**src/rtl/stack_initiator.sv**
```systemverilog
// -----------------------------------------------------------------------------
// stack_initiator
//
// Bus-initiator front end for the ArgonStack responder. Takes one stack
// operation at a time from the CPU control unit, issues it to the responder as
// a one-cycle registered command strobe, waits (bounded) for POP read data and
// returns exactly one response per request. A shadow depth count lets it trap
// overflow and underflow locally without touching the bus.
//
// Ports:
//   i_Clk          system clock, rising edge
//   i_Reset        asynchronous, active-low reset
//   i_ReqValid     request strobe, accepted only while o_ReqReady=1
//   o_ReqReady     high only when idle
//   i_ReqOp        00=PUSH, 01=POP, 10=READ_PTR, 11=LOAD_PTR
//   i_ReqData      push data, or new SP in bits [7:0] for LOAD_PTR
//   o_RespValid    one-cycle response strobe
//   o_RespData     popped word, {8'b0,SP} for READ_PTR, 0 otherwise
//   o_RespErr      overflow, underflow or timeout (qualified by o_RespValid)
//   o_Depth        shadow stack depth
//   o_BusCommand   COM_* code driven to the responder
//   o_BusData      data driven to the responder
//   i_BusData      data returned by the responder
//   i_BusValid     responder data valid (only looked at while waiting on POP)
// -----------------------------------------------------------------------------

package stack_pkg;

  typedef enum logic [2:0] {
    COM_NOP      = 3'd0,
    COM_PUSH     = 3'd1,
    COM_POP      = 3'd2,
    COM_READ_PTR = 3'd3,
    COM_LOAD_PTR = 3'd4
  } command_t;

  localparam logic [1:0] OP_PUSH     = 2'b00;
  localparam logic [1:0] OP_POP      = 2'b01;
  localparam logic [1:0] OP_READ_PTR = 2'b10;
  localparam logic [1:0] OP_LOAD_PTR = 2'b11;

endpackage

module stack_initiator #(
  parameter int DATA_W  = 16,
  parameter int DEPTH   = 256,
  parameter int TIMEOUT = 4
) (
  input  logic                      i_Clk,
  input  logic                      i_Reset,
  input  logic                      i_ReqValid,
  output logic                      o_ReqReady,
  input  logic [1:0]                i_ReqOp,
  input  logic [DATA_W-1:0]         i_ReqData,
  output logic                      o_RespValid,
  output logic [DATA_W-1:0]         o_RespData,
  output logic                      o_RespErr,
  output logic [$clog2(DEPTH):0]    o_Depth,
  output stack_pkg::command_t       o_BusCommand,
  output logic [DATA_W-1:0]         o_BusData,
  input  logic [DATA_W-1:0]         i_BusData,
  input  logic                      i_BusValid
);

  import stack_pkg::*;

  localparam int DEPTH_W = $clog2(DEPTH) + 1;
  localparam int CNT_W   = $clog2(TIMEOUT + 1);

  localparam logic [DEPTH_W-1:0] DEPTH_FULL = DEPTH_W'(DEPTH);
  // The counter starts at 0 on WAIT entry, so its value TIMEOUT-1 marks the
  // last permitted WAIT cycle.
  localparam logic [CNT_W-1:0]   TMO_LAST   = CNT_W'(TIMEOUT - 1);

  localparam logic [1:0] S_IDLE  = 2'd0;
  localparam logic [1:0] S_ISSUE = 2'd1;
  localparam logic [1:0] S_WAIT  = 2'd2;
  localparam logic [1:0] S_DONE  = 2'd3;

  logic [1:0]         state;
  logic [1:0]         op_q;
  logic [DATA_W-1:0]  resp_data;
  logic               resp_err;
  logic [DEPTH_W-1:0] depth;
  logic [CNT_W-1:0]   tmo_cnt;
  command_t           bus_cmd;
  logic [DATA_W-1:0]  bus_data;

  function automatic command_t op_to_cmd(input logic [1:0] op);
    // NOTE: every path assigns the result first, so no storage is implied.
    op_to_cmd = COM_NOP;
    case (op)
      OP_PUSH:     op_to_cmd = COM_PUSH;
      OP_POP:      op_to_cmd = COM_POP;
      OP_READ_PTR: op_to_cmd = COM_READ_PTR;
      OP_LOAD_PTR: op_to_cmd = COM_LOAD_PTR;
      default:     op_to_cmd = COM_NOP;
    endcase
  endfunction

  // NOTE: all state below is updated with non-blocking assignments so every
  // flop samples the pre-edge value of every other flop.
  always_ff @(posedge i_Clk or negedge i_Reset) begin
    if (!i_Reset) begin
      state     <= S_IDLE;
      op_q      <= OP_PUSH;
      resp_data <= '0;
      resp_err  <= 1'b0;
      depth     <= '0;
      tmo_cnt   <= '0;
      bus_cmd   <= COM_NOP;
      bus_data  <= '0;
    end else begin
      case (state)
        S_IDLE: begin
          bus_cmd  <= COM_NOP;
          bus_data <= '0;
          if (i_ReqValid) begin
            op_q      <= i_ReqOp;
            resp_data <= '0;
            resp_err  <= 1'b0;
            if ((i_ReqOp == OP_PUSH && depth == DEPTH_FULL) ||
                (i_ReqOp == OP_POP  && depth == '0)) begin
              // Trapped locally: answer at once, never touch the bus.
              resp_err <= 1'b1;
              state    <= S_DONE;
            end else begin
              // The strobe is loaded here so it is a flop output during ISSUE;
              // bus_data doubles as the latched request data.
              bus_cmd  <= op_to_cmd(i_ReqOp);
              bus_data <= i_ReqData;
              state    <= S_ISSUE;
            end
          end
        end

        S_ISSUE: begin
          bus_cmd  <= COM_NOP;
          bus_data <= '0;
          case (op_q)
            OP_PUSH: begin
              depth <= depth + DEPTH_W'(1);
              state <= S_DONE;
            end
            OP_LOAD_PTR: begin
              depth <= DEPTH_W'(bus_data[7:0]);
              state <= S_DONE;
            end
            OP_READ_PTR: begin
              // The responder answers a pointer read combinationally.
              resp_data <= i_BusData;
              depth     <= DEPTH_W'(i_BusData[7:0]);
              state     <= S_DONE;
            end
            default: begin
              // POP: the responder moves SP on the strobe, so the decrement
              // stands even if the data never arrives.
              depth   <= depth - DEPTH_W'(1);
              tmo_cnt <= '0;
              state   <= S_WAIT;
            end
          endcase
        end

        S_WAIT: begin
          tmo_cnt <= tmo_cnt + CNT_W'(1);
          if (i_BusValid) begin
            resp_data <= i_BusData;
            resp_err  <= 1'b0;
            state     <= S_DONE;
          end else if (tmo_cnt == TMO_LAST) begin
            resp_data <= '0;
            resp_err  <= 1'b1;
            state     <= S_DONE;
          end
        end

        S_DONE: begin
          state <= S_IDLE;
        end

        default: begin
          state <= S_IDLE;
        end
      endcase
    end
  end

  assign o_ReqReady   = (state == S_IDLE);
  assign o_RespValid  = (state == S_DONE);
  assign o_RespData   = resp_data;
  assign o_RespErr    = resp_err;
  assign o_Depth      = depth;
  assign o_BusCommand = bus_cmd;
  assign o_BusData    = bus_data;

endmodule
```
**config.mk**
```make
export PLATFORM = sky130hd
export DESIGN_NAME = stack_initiator
export DESIGN_NICKNAME = d
export VERILOG_FILES = /design/src/rtl/stack_initiator.sv
export SDC_FILE = /design/constraint.sdc
export NUM_CORES = 1
export LEC_CHECK = 0
export CORE_AREA = 2 2 99 101
export DETAILED_ROUTE_END_ITERATION = 10
export DIE_AREA = 0 0 101 103
export GPL_ROUTABILITY_DRIVEN = 1
export SETUP_SLACK_MARGIN = 0.3
export SLEW_MARGIN = 40
export SYNTH_ARGS = -nofsm -noshare
export SYNTH_HDL_FRONTEND = slang
export SYNTH_SLANG_ARGS = --single-unit
```
**constraint.sdc**
```tcl
create_clock -name i_Clk -period 7.8 [get_ports i_Clk]
set_input_delay 1.56 -clock i_Clk [delete_from_list [all_inputs] [get_ports i_Clk]]
set_output_delay 1.56 -clock i_Clk [all_outputs]
set_load 0.03 [all_outputs]
```
* Word-level counts from Yosys, hierarchy flattened
Cells that the tools add are included.
** Cells by class
- Eq/ne operators :: 14
- Reduce and logical (&&, ||, !) cells :: 17
- Add/subtract/negate cells :: 3
- Mux-type cells :: 26
** Operators with widths (number)
- $mux W16 :: 6
- $pmux W16 S3 :: 1
- $pmux W16 S2 :: 1
- $pmux W9 S3 :: 1
- $eq A2 B2 Y1 const B :: 6
- $pmux W3 S2 :: 2
- $pmux W3 S4 :: 1
- $add A9 B1 Y9 const B :: 1
- $eq A9 B9 Y1 const B :: 1
- $logic_not A9 Y1 :: 1
- $mux W3 :: 3
- $sub A9 B1 Y9 const B :: 1
- $mux W2 :: 4
- $pmux W2 S4 :: 1
- $logic_not A2 Y1 :: 3
- $ne A2 B2 Y1 const B :: 3
- $reduce_and A2 Y1 :: 3
- $reduce_bool A2 Y1 :: 3
- $mux W1 :: 5
- $eq A2 B1 Y1 const B :: 2
- $reduce_and A4 Y1 :: 1
- $add A3 B1 Y3 const B :: 1
- $eq A3 B2 Y1 const B :: 1
- $ne A3 B3 Y1 const B :: 1
- other kinds (6) :: 7
** Word-level totals
- Input bits :: 38
- Word-level logic and storage cells :: 68
- Flip-flop bits (word level) :: 52

* Longest topological paths before layout
- Depth in word-level cells :: 6
- Depth in mapped cells :: 9
- Mapped depth without buffers :: 8

* Least setup slack after synthesis
Ideal clock, no wire load.
- Kind :: input to register
- Start point :: in i_ReqOp[0]
- End point :: reg bus_cmd[0] (netlist: o_BusCommand[0])
- Data arrival time :: 2.733 ns
- Stages :: 8
- Path slack :: 5.002 ns
- Cells stage by stage :: inv_1 > ha_1 > mux2i_1 > nor3_2 > nor3_2 > buf_6 > o21ai_0 > nand2_1
** Between the ends
- Word-level cells in the longest chain between the ends :: 6
- Elaborated cells on any way between the ends :: 11
- Those cells by class :: 3 x eq/ne; 4 x mux; 4 x reduce/logical
** RTL lines
- from (decl) :: RTL line 53 : input logic [1:0] i_ReqOp,
- branches (longest 3 deep; another with $pmux W3 S4)
- $mux W3 * :: RTL line 122 : if ((i_ReqOp == OP_PUSH && depth == DEPTH_FULL) ||
- $mux W3 * :: RTL line 118 : if (i_ReqValid) begin
- $pmux W3 S2 * :: RTL line 114 : case (state)
- to (signal assigned) :: RTL line 130 : bus_cmd <= op_to_cmd(i_ReqOp);
- to (decl) :: RTL line 86 : command_t bus_cmd;
Mark *: on every way between the ends.
A chain may end at the register's enable or synchronous reset.

* Worst setup path in the final report
- Start point :: reg state[0]
- End point :: out o_ReqReady
** Between the ends
- Word-level cells in the longest chain between the ends :: 1
** RTL lines
- from (decl) :: RTL line 80 : logic [1:0] state;
- from (signal assigned) :: RTL line 105 : state <= S_IDLE;
- from (signal assigned) :: RTL line 126 : state <= S_DONE;
- from (signal assigned) :: RTL line 132 : state <= S_ISSUE;
- $logic_not A2 Y1 :: RTL line 189 : assign o_ReqReady = (state == S_IDLE);
- to (decl) :: RTL line 52 : output logic o_ReqReady,
Every way passes these cells.

==> flow_summary.json <==
{
  "status": "finished, final reports clean",
  "gp_congestion": 0.7781,
  "drive_gt1_share_pct": 5.571,
  "hpwl_mm": 5.370,
  "worst-setup-path-type": "register to primary output",
  "ctsHoldBuffers": 0,
  "ctsResizeCount": 0,
  "crit_path_max_incr_delay_ps": 770,
  "clockRootBuffer": "clkbuf_8",
  "antenna_found_initial": 0,
  "worst-path-buf-inv": 2,
  "fillers": 965,
  "finClkSkew_ps": 9.242,
  "clkTransAtPathRegs_ps": 100,
  "die-area_sq_mm": 0.01040,
  "io_buffers": 84,
  "initial_utilization_pct": 28.77,
  "cp_top_family": "buffers and inverters",
  "dr.pass1.iters": 5,
  "drt_iter0_markers": 65,
  "holdPathEnd": "o_BusCommand[0]$_DFFE_PN0P_",
  "crit_fanout": 10,
  "rows": 36,
  "overflow": 0,
  "routed_wl_mm": 7.233,
  "regToRegEndpoint": "o_Depth[8]$_DFFE_PN0P_",
  "setup_viol": 0,
  "finalCritPeriodShare_pct": 45.95,
  "r2r_start": "op_q[1]$_DFFE_PN0P_",
  "avgSynthCellArea_sq_um": 9.824,
  "track_usage_pct": 14.42,
  "r2r_cells": 8,
  "clock-sinks": 52,
  "yosys_warnings": 0,
  "synthCells": 277,
  "final_hold_viol_count": 0,
  "period_needed_ps": 3584,
  "core_area_sq_mm": 0.009459,
  "finalSetupTns_ps": 0,
  "num_vias": 2318,
  "avgViaCountPerCell": 4.901,
  "post_drt_wl_per_cell_microns": 15.29,
  "antenna_left": 0,
  "insertion_delay_ps": 310,
  "pin_count": 85,
  "grt_pass1_wl_mm": 11.79,
  "hp-start": "o_BusCommand[0]$_DFFE_PN0P_",
  "cp-end-kind": "primary output",
  "power.leakage_nw": 1.601,
  "yosysUniqueCellTypes": 38,
  "cts_setup_buffers": 0,
  "synth-seq-cells": 52,
  "relSlewSlack_pct": 51.12,
  "worst_slew_pin_slew_ps": 730.8,
  "diodes": 0,
  "cts_tree": "yes",
  "reg2reg_slack_ps": 4750,
  "nets": 414,
  "syn-num-nets": 333,
  "synth_area_sq_mm": 0.002721,
  "ys_seq_area_share_pct": 47.82,
  "crit_slowest_cell": "clkdlybuf4s50_1",
  "power_density_mw_per_mm2": 476.6,
  "die_x_microns": 101,
  "clockBufferDepth": 2,
  "die_h_microns": 103,
  "synthTopCellsByArea": "dfrtp_1, ha_1, nand2_1",
  "rsz0062_at_grt": "false",
  "fmax_mhz": 279.0,
  "drc_errors": 0,
  "grt_max_degree": 53,
  "cts_buffers": 5,
  "maxCapViolations": 0,
  "area_delta_synth_final_pct": 38.90,
  "cp_data_required_time_ps": 6240,
  "peakVddDrop_v": 0.0001792,
  "cp_cell_sequence": "inv_1 -> ha_1 -> clkdlybuf4s50_1",
  "maxSlewViolCount": 0,
  "synth_top_cell_area_share_pct": 47.82,
  "min_path_cells": 2,
  "cp.arrival_ps": 2020,
  "htree_num_levels": 2,
  "hold_class": "register to register",
  "yosys.area.top_type": "dfrtp_1",
  "worst_setup_path_start_kind": "register",
  "grt_pass1_vias": 2305,
  "totalPowerFinal_w": 0.001801
}
registers in the layout, indices dropped and copies added, names as in the netlist:
register,flops
o_Depth,9
o_RespErr,1
tmo_cnt,3
o_RespData,16
op_q,2
state,2
o_BusCommand,3
o_BusData,16
placed cells by master, fill, tap and decap left out, types with 3 or more instances in the layout:
cell type        Yosys  layout
ha_1                17      16
mux2i_1             11      11
o21ai_0             32      32
dfrtp_1             52      52
nor2_1              10      10
clkbuf_8             0       5
nand2b_1             4       4
o21ai_1              3       3
mux2_2               3       3
clkdlybuf4s50_1      0      83
nor3_1               6       6
a211oi_1             4       4
a21oi_1             13      13
a22o_1              17      17
nand2_1             47      47
buf_4                0       4
inv_1               12      12
a21o_1               3       3
nand3_1              3       3
where the power goes:
part	total, W	switching, W	internal [W]
clock	0.000161	0.0000966	0.0000642
combinational	0.00115	0.000669	0.000479
sequential	0.000492	0.000110	0.000383
metrics by stage:
step | cell area (sq um) | hold slack (ps) | util [%] | std cells | worst slack [ps]
after floorplan | 2721 | 449.8 | - | 277 | 5002
after global placement | 3675 | 464.3 | 38.85 | 464 | 3837
after detailed placement | 3691 | 464.7 | 39.02 | 465 | 4157
after CTS | 3780 | 489.9 | 39.96 | 473 | 4177
after global routing | 3780 | 522.5 | 39.96 | 473 | 4109
final | 3780 | 481.3 | 39.96 | 473 | 4216
area by class of cell:
cell class / instances / area (sq um) / share of cell area (%)
clock buffer: 6 / 72.57 / 1.920
inverter: 12 / 45.04 / 1.192
timing repair buffer: 88 / 865.8 / 22.91
sequential: 52 / 1301 / 34.43
clock inverter: 2 / 16.27 / 0.4303
multi-input combinational: 199 / 1336 / 35.35
tap: 114 / 142.6 / 3.774
worst max path at each step:
stage | slack, ps | to | cells after the start | startpoint
2_1_floorplan | 5000 | o_BusCommand[0]$_DFFE_PN0P_ | 8 | i_ReqOp[0]
3_3_place_gp | 3840 | o_BusCommand[0]$_DFFE_PN0P_ | 8 | i_ReqOp[0]
3_5_place_dp | 4160 | o_BusCommand[0]$_DFFE_PN0P_ | 8 | i_ReqOp[0]
4_1_cts | 4180 | o_ReqReady | 3 | state[0]$_DFFE_PN0P_
5_1_grt | 4110 | o_ReqReady | 3 | state[0]$_DFFE_PN0P_
6_report | 4220 | o_ReqReady | 3 | state[0]$_DFFE_PN0P_
routing by layer:
layer	part of all wire (%)	global-route usage, %	vias up
met5	0	0	-
met4	1.3	3.638	0
met3	4.8	3.254	10
met2	47	24.15	63
met1	47	18.97	1098
li1	-	-	1147
cells by family (layout without fill, tap and decap cells):
logic type,after synthesis,after routing,share of synthesized area [%]
xor gates and xnor gates,4,4,1.288
buffers and inverters,26,108,4.046
and+or+nand+nor,77,77,12.60
adders and majority gates,18,18,8.552
DFF,52,52,47.82
AOI/OAI and AO/OA,86,86,20.41
muxes,14,14,5.287
synthesized netlist by cell type, drive strengths merged:
cell type,instances
o22ai,1
o311ai,3
clkbuf,8
or4,2
nor2b,2
a32oi,1
o221ai,2
o32a,1
a32o,1
a21o,3
o21ai,35
mux2i,11
o211ai,1
ha,17
nand3,3
a211oi,4
dfrtp,52
nor2,10
fa,1
a22o,17
mux2,3
nand2,47
inv,12
nand2b,4
o21bai,2
a31oi,2
xnor2,2
nor3b,1
xor2,2
buf,6
nor3,8
a21oi,13
worst reg2reg max path, cell delays in order, from the launching register on:
cell and delay, ps:
dfrtp_1 540, inv_1 370, nand2_1 320, fa_1 510, a211oi_1 390, o21ai_0 160, a21oi_1 280, mux2i_1 220
o221ai_1 120
Power figures use the tool's default switching activity.
